==> src/rtl/miniscope_sequencer_if.sv <==
// Readout stream from the miniscope sequencer toward the DMB readout mux.
// Valid/ready handshake; the sequencer is the master.
interface miniscope_sequencer_if #(parameter int DW = 16);
  logic          rd_valid;
  logic          rd_ready;
  logic [DW-1:0] rd_data;
  logic          rd_last;

  modport master (output rd_valid, rd_data, rd_last, input  rd_ready);
  modport slave  (input  rd_valid, rd_data, rd_last, output rd_ready);
endinterface

==> src/rtl/miniscope_sequencer.sv <==
// Miniscope FIFO RAM address/readout controller: continuous circular write,
// triggered look-back readout streamed out through a valid/ready port.
module miniscope_sequencer #(
  parameter int RAM_ADRB  = 11,
  parameter int RAM_WIDTH = 8
) (
  input  logic                   clock,
  input  logic                   reset_n,
  input  logic [2*RAM_WIDTH-1:0] mini_data,
  input  logic                   mini_wr_en,
  input  logic [4:0]             mini_tbins,
  input  logic [RAM_ADRB-1:0]    mini_offset,
  input  logic                   mini_trig,
  input  logic                   err_clr,
  output logic                   fifo_wen,
  output logic [RAM_ADRB-1:0]    fifo_wadr_mini,
  output logic [2*RAM_WIDTH-1:0] fifo_wdata_mini,
  output logic [RAM_ADRB-1:0]    fifo_radr_mini,
  input  logic [2*RAM_WIDTH-1:0] fifo_rdata_mini,
  input  logic [1:0]             parity_err_mini,
  output logic                   mini_busy,
  output logic [7:0]             drop_cnt,
  output logic                   parity_err_sticky,
  miniscope_sequencer_if.master  rd
);

  typedef enum logic [1:0] {IDLE, ARM, READ, DONE} state_t;

  state_t                 r_state;
  logic                   r_wen;
  logic [RAM_ADRB-1:0]    r_wadr;
  logic [2*RAM_WIDTH-1:0] r_wdata;
  logic [RAM_ADRB-1:0]    r_radr;
  logic [4:0]             r_n;
  logic [4:0]             r_k;
  logic                   r_rd_valid;
  logic                   r_rd_last;
  logic                   r_busy;
  logic [7:0]             r_drop;
  logic                   r_sticky;

  logic w_accept;
  logic w_step;

  assign w_accept = r_rd_valid & rd.rd_ready;
  // Look ahead by one on a non-final accept so the RAM's registered output
  // already holds the next word when radr advances: no bubble between words.
  assign w_step   = w_accept & ~r_rd_last;

  assign fifo_wen          = r_wen;
  assign fifo_wadr_mini    = r_wadr;
  assign fifo_wdata_mini   = r_wdata;
  assign fifo_radr_mini    = r_radr + {{(RAM_ADRB-1){1'b0}}, w_step};
  assign rd.rd_valid       = r_rd_valid;
  assign rd.rd_data        = fifo_rdata_mini;
  assign rd.rd_last        = r_rd_last;
  assign mini_busy         = r_busy;
  assign drop_cnt          = r_drop;
  assign parity_err_sticky = r_sticky;

  always_ff @(posedge clock) begin
    if (!reset_n) begin
      r_state    <= IDLE;
      r_wen      <= 1'b0;
      r_wadr     <= '0;
      r_wdata    <= '0;
      r_radr     <= '0;
      r_n        <= '0;
      r_k        <= '0;
      r_rd_valid <= 1'b0;
      r_rd_last  <= 1'b0;
      r_busy     <= 1'b0;
      r_drop     <= '0;
      r_sticky   <= 1'b0;
    end else begin
      r_wdata <= mini_data;
      r_wen   <= mini_wr_en;
      if (r_wen) r_wadr <= r_wadr + 1'b1;

      if (mini_trig && r_busy && (r_drop != 8'hFF)) r_drop <= r_drop + 8'd1;

      // A parity error on an accepted word beats a coincident clear.
      if (w_accept && (|parity_err_mini)) r_sticky <= 1'b1;
      else if (err_clr)                   r_sticky <= 1'b0;

      case (r_state)
        IDLE: begin
          if (mini_trig && (mini_tbins != 5'd0)) begin
            r_radr  <= r_wadr - mini_offset;
            r_n     <= mini_tbins;
            r_busy  <= 1'b1;
            r_state <= ARM;
          end
        end
        ARM: begin
          r_rd_valid <= 1'b1;
          r_rd_last  <= (r_n == 5'd1);
          r_k        <= '0;
          r_state    <= READ;
        end
        READ: begin
          if (w_accept) begin
            if (r_rd_last) begin
              r_rd_valid <= 1'b0;
              r_rd_last  <= 1'b0;
              r_state    <= DONE;
            end else begin
              r_radr    <= r_radr + 1'b1;
              r_k       <= r_k + 5'd1;
              r_rd_last <= ((r_k + 5'd2) == r_n);
            end
          end
        end
        DONE: begin
          r_busy  <= 1'b0;
          r_state <= IDLE;
        end
        default: r_state <= IDLE;
      endcase
    end
  end

endmodule

==> src/flat_wrapper.sv <==
// flat-port wrapper written by rule: the top's interface ports become plain ports
module miniscope_sequencer_flat 
#(
  parameter int RAM_ADRB  = 11,
  parameter int RAM_WIDTH = 8
)
  (clock, reset_n, mini_data, mini_wr_en, mini_tbins, mini_offset, mini_trig, err_clr, fifo_wen, fifo_wadr_mini, fifo_wdata_mini, fifo_radr_mini, fifo_rdata_mini, parity_err_mini, mini_busy, drop_cnt, parity_err_sticky, rd_rd_valid, rd_rd_data, rd_rd_last, rd_rd_ready);
  miniscope_sequencer_if #(.DW(16)) rd_i ();
  input  logic clock;
  input  logic reset_n;
  input  logic [2*RAM_WIDTH-1:0] mini_data;
  input  logic mini_wr_en;
  input  logic [4:0] mini_tbins;
  input  logic [RAM_ADRB-1:0] mini_offset;
  input  logic mini_trig;
  input  logic err_clr;
  output logic fifo_wen;
  output logic [RAM_ADRB-1:0] fifo_wadr_mini;
  output logic [2*RAM_WIDTH-1:0] fifo_wdata_mini;
  output logic [RAM_ADRB-1:0] fifo_radr_mini;
  input  logic [2*RAM_WIDTH-1:0] fifo_rdata_mini;
  input  logic [1:0] parity_err_mini;
  output logic mini_busy;
  output logic [7:0] drop_cnt;
  output logic parity_err_sticky;
  output wire logic [$bits(rd_i.rd_valid)-1:0] rd_rd_valid;
  output wire logic [$bits(rd_i.rd_data)-1:0] rd_rd_data;
  output wire logic [$bits(rd_i.rd_last)-1:0] rd_rd_last;
  input wire logic [$bits(rd_i.rd_ready)-1:0] rd_rd_ready;
  assign rd_rd_valid = rd_i.rd_valid;
  assign rd_rd_data = rd_i.rd_data;
  assign rd_rd_last = rd_i.rd_last;
  assign rd_i.rd_ready = rd_rd_ready;
  miniscope_sequencer #(.RAM_ADRB(RAM_ADRB), .RAM_WIDTH(RAM_WIDTH)) u_core (.clock(clock), .reset_n(reset_n), .mini_data(mini_data), .mini_wr_en(mini_wr_en), .mini_tbins(mini_tbins), .mini_offset(mini_offset), .mini_trig(mini_trig), .err_clr(err_clr), .fifo_wen(fifo_wen), .fifo_wadr_mini(fifo_wadr_mini), .fifo_wdata_mini(fifo_wdata_mini), .fifo_radr_mini(fifo_radr_mini), .fifo_rdata_mini(fifo_rdata_mini), .parity_err_mini(parity_err_mini), .mini_busy(mini_busy), .drop_cnt(drop_cnt), .parity_err_sticky(parity_err_sticky), .rd(rd_i));
endmodule
==> config.mk <==
export PLATFORM = sky130hd
export DESIGN_NAME = miniscope_sequencer_flat
export DESIGN_NICKNAME = d
export VERILOG_FILES = /design/src/rtl/miniscope_sequencer_if.sv /design/src/rtl/miniscope_sequencer.sv /design/src/flat_wrapper.sv
export SDC_FILE = /design/constraint.sdc
export NUM_CORES = 1
export LEC_CHECK = 0
export CELL_PAD_IN_SITES_DETAIL_PLACEMENT = 1
export CELL_PAD_IN_SITES_GLOBAL_PLACEMENT = 1
export CORE_UTILIZATION = 33
export CTS_BUF_LIST = sky130_fd_sc_hd__clkbuf_4 sky130_fd_sc_hd__clkbuf_8 sky130_fd_sc_hd__clkbuf_16
export DETAILED_ROUTE_END_ITERATION = 10
export PLACE_DENSITY_LB_ADDON = 0.2
export SLEW_MARGIN = 25
export SYNTH_ARGS = -nofsm -noshare
export SYNTH_HDL_FRONTEND = slang
export SYNTH_SLANG_ARGS = --single-unit
==> constraint.sdc <==
create_clock -name clock -period 3 [get_ports clock]
set_clock_uncertainty 0.1 [all_clocks]
set_input_delay 0.9 -clock clock [delete_from_list [all_inputs] [get_ports clock]]
set_output_delay 0.9 -clock clock [all_outputs]
set_load 0.05 [all_outputs]
# --- Word-level counts from Yosys, hierarchy flattened ---
# Cells that the tools add are included.
totals:
  register_bits: 63
  input_bits: 56
  out_inout_bits: 67
  elab_cells: 71
op_classes:
  addsub: 7
  n_eq_ne: 10
  n_mux: 21
  bitwise: 3
  reduce_logical: 18
op_table:
  columns: ["operator", "n"]
  rows:
  - ["$mux 11", 3]
  - ["$add 11x1->11 const B", 2]
  - ["$pmux 11 s2", 1]
  - ["$add 11x1->11", 1]
  - ["$sub 11x11->11", 1]
  - ["$mux 5", 2]
  - ["$pmux 5 s2", 1]
  - ["$reduce_and 3->1", 3]
  - ["$add 8x1->8 const B", 1]
  - ["$ne 8x8->1 const B", 1]
  - ["$pmux 2 s4", 1]
  - ["$reduce_bool 2->1", 4]
  - ["$mux 1", 7]
  - ["$mux 2", 3]
  - ["$ne 2x1->1 const B", 3]
  - ["$pmux 1 s2", 3]
  - ["$reduce_and 2->1", 3]
  - ["$add 5x1->5 const B", 1]
  - ["$add 5x2->5 const B", 1]
  - ["$eq 5x1->1 const B", 1]
  - ["$eq 5x5->1", 1]
  - ["$reduce_bool 5->1", 1]
  - ["$eq 2x2->1 const B", 2]
  - ["$logic_and 1x1->1", 4]
  - ["other kinds (7)", 8]

# --- Longest topological paths before layout ---
# Gate-level depths: netlist (run 1).
logic_depth:
  ltp_word: 5
  mapped_depth: 10

# --- Worst setup path before layout (run 1) ---
# OpenSTA, ideal clock, no wires.
synth_timing:
  kind: "input -> output"
  start: "input rd_rd_ready"
  end: "output fifo_radr_mini[8]"
  arrival_time_ps: 2584
  slack_ps: -584
  path_stages: 7
  n_path_buf: 0
  path_cell_list: "nand2_1 > nor2_1 > ha_1 > ha_1 > nand3_1 > nor3_1 > xor2_1"
synth_between:
  elab_chain_len: 3
synth_rtl:
  columns: ["element", "line", "text"]
  rows:
  - ["from (decl)", "flat_wrapper.sv:29", "input wire logic [$bits(rd_i.rd_ready)-1:0] rd_rd_ready;"]
  - ["$and 1x1->1", "miniscope_sequencer.sv:45", "assign w_accept = r_rd_valid & rd.rd_ready;"]
  - ["$and 1x1->1", "miniscope_sequencer.sv:48", "assign w_step = w_accept & ~r_rd_last;"]
  - ["$add 11x1->11", "miniscope_sequencer.sv:53", "assign fifo_radr_mini = r_radr + {{(RAM_ADRB-1){1'b0}}, w_step};"]
  - ["to (decl)", "flat_wrapper.sv:20", "output logic [RAM_ADRB-1:0] fifo_radr_mini;"]
# No other way between the ends.

# --- Worst setup path after layout (run 1) ---
# Same ends and word-level chain as after synthesis.

==> results of run 1 <==
[critical path, stage by stage]
cell,delay [ps]
buf_8,80
nand2_4,50
nor2_4,90
ha_4,150
ha_4,150
nand3_4,130
nor3_4,250
xor2_4,190
buf_12,150
[power by group]
| part | switching [mW] | leakage (nW) | internal, mW |
|---|---|---|---|
| clock network | 0.371 | 0.130 | 0.598 |
| logic | 0.952 | 1.50 | 0.776 |
| registers | 0.181 | 0.517 | 0.954 |
[cell usage in the layout, fill, tap and decap left out, drive strengths merged, types with 2 or more instances in the layout]
| master | count |
|---|---|
| nand4 | 8 |
| a21oi | 33 |
| ha | 22 |
| or3 | 5 |
| o31ai | 2 |
| and2 | 19 |
| a211oi | 5 |
| mux2i | 5 |
| a31oi | 4 |
| a311o | 2 |
| nand3 | 25 |
| clkdlybuf4s50 | 78 |
| or2 | 2 |
| o21ai | 17 |
| or4 | 2 |
| nand2b | 6 |
| buf | 47 |
| clkbuf | 11 |
| a21o | 3 |
| nor2 | 38 |
| xor2 | 24 |
| nor3 | 13 |
| nand4b | 2 |
| inv | 18 |
| clkinv | 2 |
| nor4 | 3 |
| and3 | 6 |
| xnor2 | 14 |
| o22ai | 2 |
| bufinv | 3 |
| nand2 | 33 |
| dfxtp | 63 |
[stage by stage]
step	instances	power (mW)	setup slack, ps
CTS	673	3.841	-214.0
global placement	654	2.758	-738.5
floorplan	426	2.204	-232.1
detailed placement	654	2.804	-836.1
global route	672	4.050	-234.1
finish	672	3.832	-142.7
[synthesized netlist by cell type (all sizes together), types with 2 or more instances]
cell and count:
and2 19, ha 22, a311o 2, a31oi 4, or2 2, dfxtp 63
a211oi 5, o22ai 2, a21oi 33, and3 6, clkbuf 8, mux2i 5
nor4 3, or3 5, a21o 3, xnor2 14, nand2 33, nor2 38
nand3 25, nand2b 6, nand4 8, o21ai 17, buf 23, or4 2
xor2 24, nand4b 2, inv 18, nor3 13, o31ai 2
[logic make-up after synthesis]
logic type / Yosys count
AO/OA/AOI/OAI: 81
multiplexers: 6
flip-flops: 63
XOR/XNOR: 38
buffers and inverters: 49
adder cells (fa/ha/maj): 23
AND/OR/NAND/NOR: 166
[state kept, by name (all words and copies together) (netlist names)]
name                      count
u_core.parity_err_sticky      1
u_core.r_n                    5
u_core.r_k                    5
u_core.fifo_wen               1
u_core.rd.rd_last             1
u_core.r_state                2
u_core.rd.rd_valid            1
u_core.mini_busy              1
u_core.fifo_wadr_mini        11
u_core.r_radr                11
u_core.fifo_wdata_mini       16
u_core.drop_cnt               8
[repair_timing]
| action | in CTS | in global routing |
|---|---|---|
| buffers inserted | 3 | 0 |
| pin swaps | 9 | 10 |
| gates resized for setup | 26 | 9 |
| endpoints found under the setup margin | 12 | 11 |
[how the worst min path moves through the flow]
stage | startpoint | endpoint | slack, ps | cells past startpoint
6_report | u_core.parity_err_sticky$_SDFFE_PN0P_ | u_core.parity_err_sticky$_SDFFE_PN0P_ | 380 | 2
5_1_grt | u_core.parity_err_sticky$_SDFFE_PN0P_ | u_core.parity_err_sticky$_SDFFE_PN0P_ | 410 | 2
4_1_cts | u_core.parity_err_sticky$_SDFFE_PN0P_ | u_core.parity_err_sticky$_SDFFE_PN0P_ | 390 | 2
3_5_place_dp | u_core.parity_err_sticky$_SDFFE_PN0P_ | u_core.parity_err_sticky$_SDFFE_PN0P_ | 380 | 2
3_3_place_gp | u_core.parity_err_sticky$_SDFFE_PN0P_ | u_core.parity_err_sticky$_SDFFE_PN0P_ | 360 | 2
2_1_floorplan | u_core.r_n[1]$_SDFFE_PN0P_ | u_core.r_n[1]$_SDFFE_PN0P_ | 360 | 2
[per-layer routing]
| layer | wire length [um] | vias up |
|---|---|---|
| li1 | - | 1675 |
| met1 | 4616 | 1667 |
| met2 | 5331 | 90 |
| met3 | 498 | 16 |
| met4 | 174 | 0 |
| met5 | 0 | - |
[area by class of cell]
cell class | count | area share
Multi-Input combinational cell | 314 | 0.4298
Sequential cell | 63 | 0.2364
Timing Repair Buffer | 125 | 0.2415
Clock inverter | 5 | 0.01944
Tap cell | 136 | 0.03186
Inverter | 18 | 0.01265
Clock buffer | 11 | 0.02834
==> impl_metrics.tcl, run 1 <==
set metrics [dict create \
    yosysSeqAreaShare 0.3553 \
    cts.sinks 63 \
    slew_headroom 0.6558 \
    synth_largest_area_cell "dfxtp_1" \
    vias_per_cell 5.131 \
    tns_ps -566.7 \
    dieArea_sq_um 11180 \
    cts_tree "yes" \
    dr.pass1.iters 4 \
    grt_max_degree 40 \
    fin_util 0.5151 \
    grt_use_met2 0.3515 \
    num_antenna_cells 0 \
    portBuffers 90 \
    rows 37 \
    grt_pass1_vias 3670 \
    synth_flop_cell "dfxtp_1" \
    synth-xor-area-share 0.09376 \
    tightest_slew_ps 514.7 \
    synthCells 426 \
    fmax_mhz 318.2 \
    regArea_sq_um 1262 \
    ios 123 \
    yosysWarnings 0 \
    r2r_cells 9 \
    finalSetupViolCount 6 \
    leakage_nw 2.146 \
    violations "negative setup slack" \
    met3_usage 0.03958 \
    maxCapViolCount 0 \
    status "complete, but fails checks" \
    fin_crit_sh 1.048 \
    async_reset_ff_frac 0 \
    ys_types 54 \
    clk_pin_slew_ps 80 \
    die_y_um 105.7 \
    cts_hold_buf 0 \
    power_density_nw_per_um2 717.5 \
    area_delta_synth_final_pct 50.48 \
    yosys.area.top_type_share 0.3553 \
    reg2reg_to "u_core.r_radr[6]$_SDFFE_PN0P_" \
    core-area_sq_um 10370 \
    dpl_cell_area_sq_um 4917 \
    post-route-min-period_ps 3143 \
    drtIter0Drc 57 \
    yosys.area_share.adder 0.08319 \
    setup.worst_path.class "in2out" \
    postLayoutCellArea_sq_um 5341 \
    final_nets 610 \
    worst_slack_ps -142.7 \
    syn_area_sq_um 3550 \
    critPathLaunchType "input port" \
    post-route-drc-count 0 \
    wl_per_cell_um 15.81 \
    ys_ff_latch 63 \
    antenna_found_initial 0 \
    endpoint "fifo_radr_mini[8]" \
    synth_top_family_by_area "simple AND/OR/NAND/NOR gates" \
    crit_required_ps 2000 \
    clockBufferDepth 2 \
    rrSetupSlack_ps 550 \
    grt_busiest_layer "met2" \
    gr-usage-all-layers 0.1992 \
    fp.dieW_um 105.7 \
    rr_startpoint "u_core.r_state[1]$_SDFFE_PN0P_" \
    vdd_ir_drop_max_v 0.0003373 \
    slew_violations 0 \
    yosys.area_share.simple 0.2344 \
    via_count 3448 \
    post-dp-hpwl_um 7644 \
    syn_avg_cell_area_sq_um 8.333 \
    worstHoldPathType "reg2reg" \
    final_antenna_net_count 0 \
    crit_fanout 3 \
    grt_overflow 0 \
    multiInputGateArea_sq_um 2296 \
    worst_ep_arrival_time_ps 2140 \
    synth_edf_count 0 \
    synth_nets 505 \
    fill_cells 1201 \
    rsz0062_at_grt "true" \
    hold_violations 0 \
    cts_buffers 9 \
    end_kind "primary output" \
    finalHoldWorstSlack_ps 383.4 \
    clock_latency_ps 350 \
    crit_path_start "rd_rd_ready" \
    grt_pass1_wl_um 17750 \
    htreeDepth 3 \
    grt_use_met1 0.2372 \
    synthMuxAreaShare 0.01727 \
    place_congestion 0.8035 \
    synth_compound_gate_area_share 0.1424 \
    drt_wl_total_um 10620 \
    cts_root_buf "clkbuf_8" \
    drive_gt1_frac 0.1772 \
    synthTopCellsByArea "dfxtp_1 36%, ha_1 7.8%, xor2_1 5.9%" \
    initial_core_util 0.3423 \
]
Power figures use the tool's default switching activity.
==> run 2: changes to the inputs <==
Settings changed: CORE_MARGIN set to 10.
==> impl_metrics.tcl, run 2 (synthesis results as in run 1) <==
set metrics [dict create \
    final_common_cell "clkdlybuf4s50_1" \
    core-area_sq_um 10420 \
    gr-usage-all-layers 0.1468 \
    dr.pass1.iters 4 \
    post-route-min-period_ps 3129 \
    fin_util 0.5093 \
    violations "negative setup slack" \
    crit_fanout 3 \
    worstHoldPathType "reg2reg" \
    grt_max_degree 40 \
    fmax_mhz 319.6 \
    cts_buffers 9 \
    clock_latency_ps 340 \
    end_kind "primary output" \
    largest_register_ffs 16 \
    cts_root_buf "clkbuf_8" \
    hold_violations 0 \
    slew_violations 0 \
    portBuffers 90 \
    num_antenna_cells 0 \
    worst_ep_arrival_time_ps 2130 \
    cts_tree "yes" \
    rrSetupSlack_ps 490 \
    setup.worst_path.class "in2out" \
    area_delta_synth_final_pct 49.45 \
    vias_per_cell 5.051 \
    leakage_nw 2.132 \
    drt_wl_total_um 11240 \
    tightest_slew_ps 534.6 \
    stdcell_count 673 \
    drive_gt1_frac 0.1788 \
    grt_overflow 0 \
    maxCapViolCount 0 \
    place_inst 654 \
    dieArea_sq_um 15310 \
    rows 37 \
    p_total_mw 3.746 \
    post-route-drc-count 0 \
    fp.dieW_um 123.7 \
    antenna_found_initial 0 \
    finalHoldWorstSlack_ps 385.5 \
    worst_slack_ps -129.0 \
    initial_core_util 0.3408 \
    fill_cells 1216 \
    power_density_nw_per_um2 706.1 \
    rsz0062_at_grt "true" \
    grt_pass1_vias 3618 \
    clk_pin_slew_ps 70 \
    htreeDepth 3 \
    status "complete, but fails checks" \
    cts.sinks 63 \
    ios 123 \
    die_y_um 123.7 \
    post-dp-hpwl_um 8447 \
    place_congestion 0.8153 \
    final_antenna_net_count 0 \
    vdd_ir_drop_max_v 0.0003499 \
    slew_headroom 0.6425 \
    final_nets 611 \
    tns_ps -521.9 \
    crit_required_ps 2000 \
    clockBufferDepth 2 \
    via_count 3399 \
    fin_crit_sh 1.043 \
    wl_per_cell_um 16.70 \
    drtIter0Drc 162 \
    finalSetupViolCount 8 \
    grt_pass1_wl_um 18170 \
    layout_common_cells "78 x clkdlybuf4s50_1, 62 x dfxtp_1, 35 x nor2_1" \
    critPathLaunchType "input port" \
]
## run 2: stage by stage
| stage | worst slack (ps) | area, sq um |
|---|---|---|
| 6_report | -129.0 | 5305 |
| 5_1_grt | -192.0 | 5305 |
| 4_1_cts | -177.5 | 5266 |
| 3_5_place_dp | -728.6 | 4917 |
| 3_3_place_gp | -714.3 | 4917 |
| 2_1_floorplan | -232.1 | 3682 |
## run 2: final cells by class
type | count | area [sq um] | share of cell area
repair buffers | 126 | 1305 | 0.2460
clock buffers | 13 | 166.4 | 0.03137
clock inverters | 3 | 65.06 | 0.01226
multi-input cells | 314 | 2268 | 0.4276
well taps | 136 | 170.2 | 0.03208
flip-flops and latches | 63 | 1262 | 0.2380
inverters | 18 | 67.56 | 0.01274
## run 2: metal layers
| metal | up-vias | global-route usage | routed length (um) |
|---|---|---|---|
| li1 | 1673 | - | - |
| met1 | 1633 | 0.1604 | 4693 |
| met2 | 81 | 0.2556 | 5455 |
| met3 | 12 | 0.06290 | 984 |
| met4 | 0 | 0.03785 | 109 |
| met5 | - | 0 | 0 |
## run 2: repair_timing
action                                  CTS  global route
endpoints found under the setup margin   12            11
setup buffers                             3             2
pin swaps                                 7             7
hold buffers                              0             0
gates resized for setup                  26             9
## run 2: worst max-delay path, cell delays in order
cell	delay, ps
buf_8	70
nand2_4	50
nor2_4	90
ha_4	150
ha_4	150
buf_6	90
nand4_1	210
xnor2_4	250
buf_12	160
## run 2: path summary, 6_finish.rpt
kind | depth (start not counted) | endpoint | startpoint
worst max register to register | 9 | u_core.r_radr[7]$_SDFFE_PN0P_ | u_core.r_state[1]$_SDFFE_PN0P_
worst min register to register | 2 | u_core.parity_err_sticky$_SDFFE_PN0P_ | u_core.parity_err_sticky$_SDFFE_PN0P_
worst min-delay path | 2 | u_core.parity_err_sticky$_SDFFE_PN0P_ | u_core.parity_err_sticky$_SDFFE_PN0P_
worst max-delay path | 9 | fifo_radr_mini[10] | rd_rd_ready
## run 2: report_power, final
| group | total, mW | internal, mW | switching (mW) |
|---|---|---|---|
| clock | 0.865 | 0.531 | 0.334 |
| sequential | 1.12 | 0.955 | 0.163 |
| combinational | 1.76 | 0.782 | 0.981 |
